<file path="src/rtl/uart_rx_fifo_pkg.sv">
// Shared UART definitions: capture FSM encoding and rx word field layout,
// reused by the RX capture path and the TX side.
package uart_rx_fifo_pkg;

  localparam int READY_BIT = 15;
  localparam int BYTE_HI   = 7;
  localparam int BYTE_LO   = 0;

  localparam logic [1:0] ST_ARM        = 2'd0;
  localparam logic [1:0] ST_WAIT_READY = 2'd1;
  localparam logic [1:0] ST_WAIT_BYTE  = 2'd2;
  localparam logic [1:0] ST_PUSH       = 2'd3;

  function automatic logic [BYTE_HI-BYTE_LO:0] rx_byte(input logic [15:0] w);
    return w[BYTE_HI:BYTE_LO];
  endfunction

endpackage

</file>
<file path="src/rtl/uart_rx_fifo_sync_fifo.sv">
// Show-ahead synchronous FIFO with occupancy count; flags derive from level.
module sync_fifo #(
  parameter int DEPTH = 16,
  parameter int WIDTH = 8
) (
  input  logic                       clk,
  input  logic                       rst_n,
  input  logic                       push,
  input  logic [WIDTH-1:0]           wr_data,
  input  logic                       pop,
  output logic [WIDTH-1:0]           rd_data,
  output logic [$clog2(DEPTH):0]     level,
  output logic                       full,
  output logic                       empty
);
  localparam int AW = $clog2(DEPTH);

  logic [WIDTH-1:0] mem [DEPTH];
  logic [AW-1:0]    wr_ptr, rd_ptr;
  logic             do_pop, wr_ok;

  assign empty   = (level == '0);
  assign full    = (level == (AW+1)'(DEPTH));
  assign do_pop  = pop && !empty;
  // A pop frees the slot in the same edge, so a push into a full FIFO still lands.
  assign wr_ok   = push && (!full || do_pop);
  assign rd_data = mem[rd_ptr];

  always_ff @(posedge clk) begin
    if (wr_ok) mem[wr_ptr] <= wr_data;
  end

  always_ff @(posedge clk or negedge rst_n) begin
    if (!rst_n) begin
      wr_ptr <= '0;
      rd_ptr <= '0;
      level  <= '0;
    end else begin
      if (wr_ok)  wr_ptr <= wr_ptr + 1'b1;
      if (do_pop) rd_ptr <= rd_ptr + 1'b1;
      case ({wr_ok, do_pop})
        2'b10:   level <= level + 1'b1;
        2'b01:   level <= level - 1'b1;
        default: ;
      endcase
    end
  end

endmodule

</file>
<file path="src/rtl/uart_rx_fifo.sv">
// UartRX capture FSM (clear / wait ready / wait byte / push) feeding a
// show-ahead byte FIFO with sticky overflow.
module uart_rx_fifo
  import uart_rx_fifo_pkg::*;
#(
  parameter int DEPTH       = 16,
  parameter int ARM_TIMEOUT = 4
) (
  input  logic                   clk,
  input  logic                   rst_n,
  input  logic [15:0]            rx_word,
  output logic                   rx_clear,
  input  logic                   rd_en,
  output logic [7:0]             rd_data,
  output logic                   empty,
  output logic                   full,
  output logic [$clog2(DEPTH):0] level,
  output logic                   overflow,
  input  logic                   ovf_clr
);
  localparam int TW = (ARM_TIMEOUT > 1) ? $clog2(ARM_TIMEOUT) : 1;

  logic [1:0]    state;
  logic [TW-1:0] cnt;
  logic [7:0]    cap;
  logic          push, drop;
  logic          rx_unused;

  assign rx_unused = ^rx_word[14:8];

  // State resets to ARM, but the strobe must stay low while reset is held.
  assign rx_clear = rst_n && (state == ST_ARM);
  assign push     = (state == ST_PUSH);
  // full implies non-empty, so any rd_en this edge frees a slot.
  assign drop     = push && full && !rd_en;

  always_ff @(posedge clk or negedge rst_n) begin
    if (!rst_n) begin
      state <= ST_ARM;
      cnt   <= '0;
      cap   <= '0;
    end else begin
      case (state)
        ST_ARM: begin
          state <= ST_WAIT_READY;
          cnt   <= '0;
        end
        ST_WAIT_READY: begin
          if (rx_word[READY_BIT])             state <= ST_WAIT_BYTE;
          else if (cnt == TW'(ARM_TIMEOUT-1)) state <= ST_ARM;
          else                                cnt   <= cnt + 1'b1;
        end
        ST_WAIT_BYTE: begin
          if (!rx_word[READY_BIT]) begin
            cap   <= rx_byte(rx_word);
            state <= ST_PUSH;
          end
        end
        ST_PUSH: state <= ST_ARM;
        default: state <= ST_ARM;
      endcase
    end
  end

  always_ff @(posedge clk or negedge rst_n) begin
    if (!rst_n)       overflow <= 1'b0;
    else if (drop)    overflow <= 1'b1;
    else if (ovf_clr) overflow <= 1'b0;
  end

  sync_fifo #(.DEPTH(DEPTH), .WIDTH(8)) u_fifo (
    .clk     (clk),
    .rst_n   (rst_n),
    .push    (push),
    .wr_data (cap),
    .pop     (rd_en),
    .rd_data (rd_data),
    .level   (level),
    .full    (full),
    .empty   (empty)
  );

endmodule

</file>
<file path="config.mk">
export PLATFORM = sky130hd
export DESIGN_NAME = uart_rx_fifo
export DESIGN_NICKNAME = d
export VERILOG_FILES = /design/src/rtl/uart_rx_fifo_pkg.sv /design/src/rtl/uart_rx_fifo_sync_fifo.sv /design/src/rtl/uart_rx_fifo.sv
export SDC_FILE = /design/constraint.sdc
export NUM_CORES = 1
export LEC_CHECK = 0
export CORE_AREA = 2 2 148 114
export CTS_CLUSTER_DIAMETER = 100
export DETAILED_ROUTE_END_ITERATION = 8
export DIE_AREA = 0 0 150 116
export PLACE_DENSITY_LB_ADDON = 0.15
export SLEW_MARGIN = 20
export SYNTH_ARGS = -nofsm -noshare
export SYNTH_HDL_FRONTEND = slang
export SYNTH_HIERARCHICAL = 1
export SYNTH_SLANG_ARGS = --single-unit
</file>
<file path="constraint.sdc">
create_clock -name clk -period 2.3 [get_ports clk]
set_clock_uncertainty 0.05 [all_clocks]
set_input_delay 0.46 -clock clk [delete_from_list [all_inputs] [get_ports clk]]
set_output_delay 0.46 -clock clk [all_outputs]
set_load 0.005 [all_outputs]
</file>
==> metrics.txt, run 1 <==
Netlist cell types=50; CP max stage cell=mux4_2; Post-Synthesis Mean Instance Area=18.39 um^2; CTS max path bufs=2; pre-CTS setup slack=-227.8 ps; Pre-antenna DRT Iters=4; GRT overflow=0; largest net degree at the start of global routing=27; sequential cell area=4498 um^2; Seq/Total Area, Yosys=0.7022; Comb pwr share=0.374; DIE AREA=17400 um^2; Area growth, synth to finish=27.82%; status=finished, violations left; slew margin rel.=0.5415; violated checks=negative setup slack; Flop pwr share=0.384; Antenna Cells=0; initial antenna violation count=0; vias per std cell=5.195; Inst Count DP=620; crit path cell chain=buf_8 > buf_6 > buf_12 > mux4_2 > a22oi_2 > nand2_1 > buf_2; # nets final=483; initial drt markers=227; most frequent cells in the layout=128 x edfxtp_1, 56 x buf_4, 30 x mux4_2; Hold Path Class=in -> async; async set-or-reset flop fraction in the synthesized netlist=0.1688; Tot Pwr=11.20 mW; delay-heaviest family, CP=multiplexers; Final Hold Fails=0; Mapped Area=6400 um^2; share of cells above drive strength 1=0.4270; Die Height=116 um; I/O Buffers=29; RR Startpoint=u_fifo/level[1]; Synth Area in Compound Gates=0.04653; commonest non-fill, non-tap cell in the layout=edfxtp_1; CP arrival=2070 ps; power per cell area=1369 nW/um^2; DRC=0; R2R setup slack=-90 ps; core area=15820 um^2; Worst Reg-to-Reg Cells=9; met2 Use GR=0.2688; ys flop type=edfxtp_1; met1 usage=0.2715; CTS root buffer=clkbuf_16; Final Slew Violations=0; clk_lat worst skew=410 ps; RD Place Congestion=0.8217; CTS buffer count=17; HPWL Detailed=8.910 mm; Internal=7.606 mW; startpoint types=flip-flop; total nets after synthesis=378; sw power=3.595 mW; dominant combinational cell family by area after synthesis=multiplexers; fin cells=676; die width=150 um; worst flop-to-flop path endpoint=u_fifo/level[3]; Syn. warnings=6; flops & latches, synth=154; Synth Area in Simple Gates=0.05689; Initial Util=0.4047; Routed WL=14.04 mm; Worst VDD drop=0.0006552 V; first-pass GRT wire length=22.22 mm; clock network fraction of total power=0.242; DR vias=3512; xor and xnor fraction of the mapped netlist area=0.01232; unrepaired setup endpoints after global routing=true; fin crit period=2579 ps; CP Buf/Inv Count=4; Routed Antenna Nets=0; filler instances=1331; Worst path max stage delay=520 ps; CTS tree=built; grt met3 use=0.03780; sw frac=0.3209; total clock sinks=154; area of the multi-input gates=1906 um^2; Worst EP required=1790 ps; setup ws final=-279.2 ps; EDFF count, synth=128; multiplexer share of the synthesized area=0.1398; Clock transition at path regs=70 ps; final setup vio count=11; crit path max fanout=8; io pins=37; busiest grt layer=met1; actual slew at the worst max-slew pin=687.1 ps; Final Cycle Share=1.121; Hold Buf Count CTS=0; vias in the first global route=3714; Cells after Synth=348; H-tree level count=4; CP Class=reg -> out; Synth Area in Adders=0.02072; fmax=0.3877 GHz; Rows=40; Setup crit end kind=output pin; DR WL/cell=20.77 um; Sum Neg Setup Slack=-2212 ps; leakage power=2.915 nW; Max-cap violations=0; Final Util=0.5172; total track usage=0.1813
[power groups by stage]
stage | registers, mW | logic [mW] | clock network [mW]
after floorplan | 4.13 | 2.21 | 0
after global placement | 4.32 | 3.62 | 0
after detailed placement | 4.37 | 3.65 | 0
after CTS | 4.33 | 4.19 | 2.76
after global routing | 4.40 | 4.56 | 2.89
final | 4.30 | 4.19 | 2.71
[logic make-up (layout without fill, tap and decap cells)]
family,count (synthesis),in the layout
AND/OR/NAND/NOR,69,69
XOR/XNOR,9,9
buffers and inverters,24,142
flip-flops,154,154
multiplexers,44,44
AO/OA/AOI/OAI,38,38
adder cells (fa/ha/maj),10,10
[sequential cells by signal, indices dropped and copies added (netlist names), named ones only]
register,flops
overflow,1
u_fifo/mem,128
state,1
u_fifo/rd_ptr,4
cnt,2
cap,8
u_fifo/level,5
u_fifo/wr_ptr,4
[area by class of cell]
class,count,share of cell area
tap,210,0.03212
clock buffer,18,0.05246
multi-input combinational,170,0.2329
sequential,154,0.5499
clock inverter,14,0.01790
inverter,8,0.003977
timing repair buffer,102,0.1107
[worst max-delay path by stage]
stage                          start         endpoint  cells past startpoint
floorplan            u_fifo/level[3]  u_fifo/level[4]                      9
global placement               rd_en  u_fifo/level[4]                      8
detailed placement  u_fifo/rd_ptr[3]       rd_data[0]                      4
CTS                 u_fifo/rd_ptr[0]       rd_data[7]                      7
global route        u_fifo/rd_ptr[0]       rd_data[4]                      7
finish              u_fifo/rd_ptr[0]       rd_data[7]                      7
[Yosys cell counts (3+ instances only)]
cell type / number / area, um^2
clkbuf_1: 5 / 18.77
nand2_1: 18 / 67.56
nand2b_1: 6 / 37.54
nor2b_1: 3 / 18.77
mux2_2: 9 / 101.4
nand3_1: 10 / 50.05
ha_1: 9 / 112.6
xnor2_1: 8 / 70.07
inv_1: 7 / 26.28
o21ai_0: 4 / 20.02
a22oi_1: 16 / 120.1
nor3_1: 5 / 25.02
nor2_1: 16 / 60.06
buf_6: 3 / 33.78
buf_2: 4 / 20.02
a21oi_1: 3 / 15.01
dfrtp_1: 26 / 650.6
edfxtp_1: 128 / 3844
mux4_2: 21 / 473.0
mux4_1: 11 / 289.0
[stage by stage]
stage,hold WS (ps),instance area (um^2)
finish,386.6,8180
global route,412.6,8180
CTS,397.5,8177
detailed placement,432.9,7306
global placement,428.5,7306
floorplan,114.4,6457
[per-layer routing]
layer / share of wire / vias to the layer above / wire [um]
met1: 0.49 / 1841 / 6854
met2: 0.45 / 67 / 6293
li1: - / 1594 / -
met5: 0 / - / 0
met3: 0.056 / 10 / 780
met4: 0.0082 / 0 / 115
[repair_timing]
action                     CTS  global route
setup buffers               28             0
setup endpoints to repair   13            75
pin swaps                   27             6
cloned                       1             0
gates resized for setup     80            11
Power figures use the tool's default switching activity.
==> run 2: changes to the inputs <==
--- a/config.mk
+++ b/config.mk
@@ -5,10 +5,10 @@
 export SDC_FILE = /design/constraint.sdc
 export NUM_CORES = 1
 export LEC_CHECK = 0
-export CORE_AREA = 2 2 148 114
+export CORE_AREA = 2 2 128 130
 export CTS_CLUSTER_DIAMETER = 100
 export DETAILED_ROUTE_END_ITERATION = 8
-export DIE_AREA = 0 0 150 116
+export DIE_AREA = 0 0 130 132
 export PLACE_DENSITY_LB_ADDON = 0.15
 export SLEW_MARGIN = 20
 export SYNTH_ARGS = -nofsm -noshare
==> constraint.sdc (replaced) <==
create_clock -name clk -period 2.3 [get_ports clk]
set_clock_uncertainty 0.05 [all_clocks]
set_input_delay 0.46 -clock clk [delete_from_list [all_inputs] [get_ports clk]]
set_output_delay 0.46 -clock clk [all_outputs]
set_load 0.01 [all_outputs]
==> run 2 against run 1 <==
Effect of this change: the run still ends with negative setup slack left; sequential share of layout area grew 1.2 points; die area shrank 1.4%; worst hold slack gained 25 ps; global-route usage shrank 2.2 points; utilization shrank 0.81 points; combinational power shrank 6.0%; clock-buffer cell count grew 3; register-to-register slack gained 50 ps; wire length shrank 11%; power shrank 3.9%; critical endpoint unchanged.
==> metrics.txt, run 2 (same netlist as run 1, synthesis figures left out) <==
status=finished, violations left; violated checks=negative setup slack; setup ws final=-322.5 ps; actual slew at the worst max-slew pin=593.5 ps; Clock transition at path regs=60 ps; Max-cap violations=0; fmax=0.3813 GHz; delay-heaviest family, CP=buffers and inverters; crit path cell chain=buf_12 > buf_12 > buf_12 > mux4_2 > a22oi_2 > nand2_1 > buf_2; filler instances=1304; clock network fraction of total power=0.238; CTS buffer count=17; met1 usage=0.2262; Area growth, synth to finish=25.00%; grt met3 use=0.03531; Comb pwr share=0.366; met2 Use GR=0.2435; Internal=7.357 mW; Worst path max stage delay=490 ps; Rows=46; leakage power=2.810 nW; Worst EP required=1790 ps; max FFs per register=128; most frequent CP cell=buf_12; share of cells above drive strength 1=0.3795; vias per std cell=5.060; Final Slew Violations=0; RD Place Congestion=0.7324; Setup crit end kind=output pin; # nets final=465; Tot Pwr=10.77 mW; Inst Count DP=623; io pins=37; Initial Util=0.4073; initial antenna violation count=0; initial drt markers=294; busiest grt layer=met2; crit path max fanout=6; I/O Buffers=29; DRC=0; sw frac=0.3168; first-pass GRT wire length=19.75 mm; Routed Antenna Nets=0; DR WL/cell=18.89 um; DR vias=3360; area of the multi-input gates=1873 um^2; Worst VDD drop=0.0007503 V; clk_lat worst skew=410 ps; sw power=3.411 mW; Antenna Cells=0; Final Cycle Share=1.140; vias in the first global route=3482; die width=130 um; CP max stage cell=mux4_2; H-tree level count=4; power per cell area=1346 nW/um^2; Hold Buf Count CTS=0; CP arrival=2110 ps; Hold Path Class=in -> async; fin crit period=2622 ps; CTS tree=built; GRT overflow=0; Pre-antenna DRT Iters=4; CTS max path bufs=2; Flop pwr share=0.396; Final Hold Fails=0; CP Class=reg -> out; commonest non-fill, non-tap cell in the layout=edfxtp_1; most frequent cells in the layout=128 x edfxtp_1, 45 x buf_4, 29 x mux4_2; Die Height=132 um; slew margin rel.=0.6025; Biggest register=u_fifo/mem; startpoint types=flip-flop; HPWL Detailed=8.163 mm; fin cells=664; CP Buf/Inv Count=4; CTS root buffer=clkbuf_16; DIE AREA=17160 um^2; final setup vio count=10; total clock sinks=154; total track usage=0.1595; Largest regs=u_fifo/mem: 128 flops, cap: 8 flops, u_fifo/level: 5 flops; core area=15710 um^2; unrepaired setup endpoints after global routing=true; largest net degree at the start of global routing=27; Routed WL=12.54 mm; sequential cell area=4498 um^2
==> run 2: changes by cell type in the layout (fill, tap and decap cells not counted), moves of 3 or more <==
cell	before	now
buf_4	56	45
a22oi_2	15	11
buf_6	11	3
clkinvlp_4	2	5
a22oi_1	1	5
==> run 2: worst register-to-register path, cell delays in order (launching register included) <==
cell      delay (ps)
dfrtp_2          400
or4_4            560
o21ai_4          140
or2_4            170
inv_6             50
ha_4             280
nand2b_4          50
a211o_1          270
o31a_1           110
o211ai_1         180
==> run 2: power by group through the flow <==
stage	Sequential (mW)	Clock [mW]	Combinational (mW)
after floorplan	4.15	0	2.25
after global placement	4.29	0	3.50
after detailed placement	4.33	0	3.54
after CTS	4.28	2.61	3.81
after global routing	4.37	2.73	4.26
final	4.27	2.57	3.94
==> run 2: area by class of cell <==
class                   count  area share
flip-flops and latches    154      0.5622
multi-input cells         170      0.2341
repair buffers             84     0.09681
clock buffers              21     0.05630
well taps                 216     0.03378
clock inverters            11     0.01236
inverters                   8    0.004379
==> run 2: layer usage <==
| metal | vias to the layer above | part of all wire |
|---|---|---|
| met5 | - | 0 |
| met4 | 0 | 0.013 |
| met1 | 1739 | 0.48 |
| met2 | 59 | 0.48 |
| met3 | 10 | 0.031 |
| li1 | 1552 | - |
==> run 2: through the flow <==
step | utilization | TNS [ps] | setup slack (ps) | hold WS [ps] | instance area (um^2)
after global routing | 0.5092 | -3072 | -391.9 | 434.7 | 8000
final | 0.5092 | -2222 | -322.5 | 411.7 | 8000
after CTS | 0.5051 | -2574 | -364.6 | 421.5 | 7936
after global placement | 0.4626 | -5322 | -247.8 | 433.5 | 7268
after floorplan | - | -150.3 | -72.42 | 114.4 | 6447
after detailed placement | 0.4626 | -3872 | -238.8 | 432.5 | 7268
==> run 2: worst paths after layout <==
check,slack [ps],start,to,cells past startpoint
max in group asynchronous,1500,rst_n,u_fifo/rd_ptr[0],2
worst max-delay path,-320,u_fifo/rd_ptr[0],rd_data[7],7
min in group clk,440,u_fifo/wr_ptr[3],u_fifo/wr_ptr[3],1
worst min-delay path,410,rst_n,cnt[0],2
worst min register to register,440,u_fifo/wr_ptr[3],u_fifo/wr_ptr[3],1
worst max register to register,-40,u_fifo/level[3],u_fifo/level[4],9
==> run 2: what timing repair did <==
action	in CTS	in global routing
pin swaps	24	15
gates cloned	1	0
setup endpoints to repair	13	13
buffers inserted	5	3
gates resized for setup	64	14
==> run 3: changes to the inputs <==
==> constraint.sdc (replaced) <==
create_clock -name clk -period 3 [get_ports clk]
set_clock_uncertainty 0.05 [all_clocks]
set_input_delay 0.6 -clock clk [delete_from_list [all_inputs] [get_ports clk]]
set_output_delay 0.6 -clock clk [all_outputs]
set_load 0.01 [all_outputs]
==> run 3 against run 2 <==
Effect of this change: sequential share of layout area is 0.93 points higher; critical endpoint is now rd_data[2]; global-route usage is essentially flat; via count shrank 1.0%; the run now ends clean; highest routed layer unchanged; non-clock buffer count decreased by 11.
==> metrics.txt, run 3 (same netlist as run 1, synthesis figures left out) <==
status=completed; most frequent cells in the layout=128 x edfxtp_1, 39 x buf_4, 27 x mux4_2; largest net degree at the start of global routing=36; share of cells above drive strength 1=0.2929; core area=15710 um^2; Antenna Cells=0; CTS tree=built; unrepaired setup endpoints after global routing=true; Worst Reg-to-Reg Cells=9; total track usage=0.1596; WHS Endpoint=u_fifo/wr_ptr[3]; CTS root buffer=clkbuf_16; CP max stage cell=mux4_2; Setup crit end kind=output pin; fin crit period=2917 ps; Routed Antenna Nets=0; die width=130 um; vias per std cell=5.092; RR Startpoint=u_fifo/level[1]; DR vias=3325; crit path cell chain=buf_12 > buf_4 > mux4_2 > a22oi_2 > nand2_1 > dlygate4sd2_1; max FFs per register=128; Routed WL=12.56 mm; Worst VDD drop=0.0005121 V; Rows=46; H-tree level count=4; fmax=0.3428 GHz; startpoint types=flip-flop; HPWL Detailed=7.976 mm; filler instances=1322; CTS max path bufs=2; # nets final=454; Worst path max stage delay=530 ps; Final Hold Fails=0; Max-cap violations=0; crit path max fanout=12; Pre-antenna DRT Iters=4; Biggest register=u_fifo/mem; Hold Buf Count CTS=0; DRC=0; Die Height=132 um; I/O Buffers=29; CP arrival=2270 ps; first-pass GRT wire length=19.99 mm; actual slew at the worst max-slew pin=561.6 ps; worst hold path depth=1; power per cell area=1038 nW/um^2; Final Cycle Share=0.9725; clk_lat worst skew=410 ps; Largest regs=u_fifo/mem: 128 flops, cap: 8 flops, u_fifo/level: 5 flops; initial antenna violation count=0; commonest non-fill, non-tap cell in the layout=edfxtp_1; CP Class=reg -> out; initial drt markers=306; Area growth, synth to finish=22.89%; DIE AREA=17160 um^2; Clock transition at path regs=60 ps; slew margin rel.=0.6256; hold slack=436.1 ps; Hold Path Class=reg -> reg; total clock sinks=154; R2R setup slack=450 ps; Final Util=0.5006; Initial Util=0.4073; min-delay src=u_fifo/wr_ptr[3]; RD Place Congestion=0.7122; setup ws final=82.64 ps; GRT overflow=0; Final Slew Violations=0; CTS buffer count=17; pre-CTS setup slack=186.6 ps; leakage power=2.797 nW; final setup vio count=0; Worst EP required=2350 ps; io pins=37; worst flop-to-flop path endpoint=u_fifo/level[3]; DR WL/cell=19.23 um; vias in the first global route=3480
## run 3: changes by cell type in the layout (fill, tap and decap cells not counted), sizes merged, moves of 2 or more
| cell | previous run | this run |
|---|---|---|
| dlygate4sd2 | 0 | 6 |
| clkbuf | 23 | 19 |
| clkinvlp | 5 | 3 |
| bufinv | 1 | 4 |
| buf | 63 | 44 |
| dlymetal6s2s | 0 | 2 |
| clkdlybuf4s50 | 19 | 21 |
## run 3: timing repair
item	CTS	global route
setup endpoints to repair	8	2
buffers inserted	5	13
pin swaps	1	0
gates resized for setup	20	4
## run 3: power breakdown
group	internal (mW)	switching [mW]
combinational	1.41	1.22
sequential	2.86	0.473
clock	1.38	0.817
total	5.65	2.51
## run 3: area by class of cell
| class | instances | area, um^2 | share of cell area |
|---|---|---|---|
| Multi-Input combinational cell | 170 | 1780 | 0.2264 |
| Inverter | 8 | 30.03 | 0.003818 |
| Tap cell | 216 | 270.3 | 0.03436 |
| Clock buffer | 19 | 432.9 | 0.05504 |
| Timing Repair Buffer | 73 | 680.7 | 0.08654 |
| Sequential cell | 154 | 4496 | 0.5716 |
| Clock inverter | 13 | 175.2 | 0.02227 |
## run 3: critical path: cells and delay by family, from the launching register on
family,cells,cell delay (ps)
buffers and inverters,3,590
and+or+nand+nor,1,90
muxes,1,530
DFF,1,410
AOI/OAI and AO/OA,1,220
## run 3: worst max path at each step
stage	slack (ps)	depth (start not counted)	endpoint	startpoint
2_1_floorplan	490	10	u_fifo/level[4]	state[0]
3_3_place_gp	210	8	u_fifo/level[4]	rd_en
3_5_place_dp	190	8	u_fifo/level[4]	rd_en
4_1_cts	-120	5	rd_data[0]	u_fifo/rd_ptr[0]
5_1_grt	-8	6	rd_data[2]	u_fifo/rd_ptr[0]
6_report	80	6	rd_data[2]	u_fifo/rd_ptr[0]
## run 3: routing by layer
layer | part of all wire | vias to the layer above | track usage
li1 | - | 1539 | -
met1 | 0.48 | 1712 | 0.2231
met2 | 0.48 | 62 | 0.2452
met3 | 0.031 | 12 | 0.04018
met4 | 0.012 | 0 | 0.05376
met5 | 0 | - | 0
## run 3: stage by stage
step	total power [mW]	cells	TNS (ps)	area, um^2
floorplan	4.831	348	0	6400
global placement	5.723	603	0	7074
detailed placement	5.808	603	0	7074
CTS	8.138	640	-201.2	7770
global route	8.608	653	-8.341	7865
finish	8.160	653	0	7865
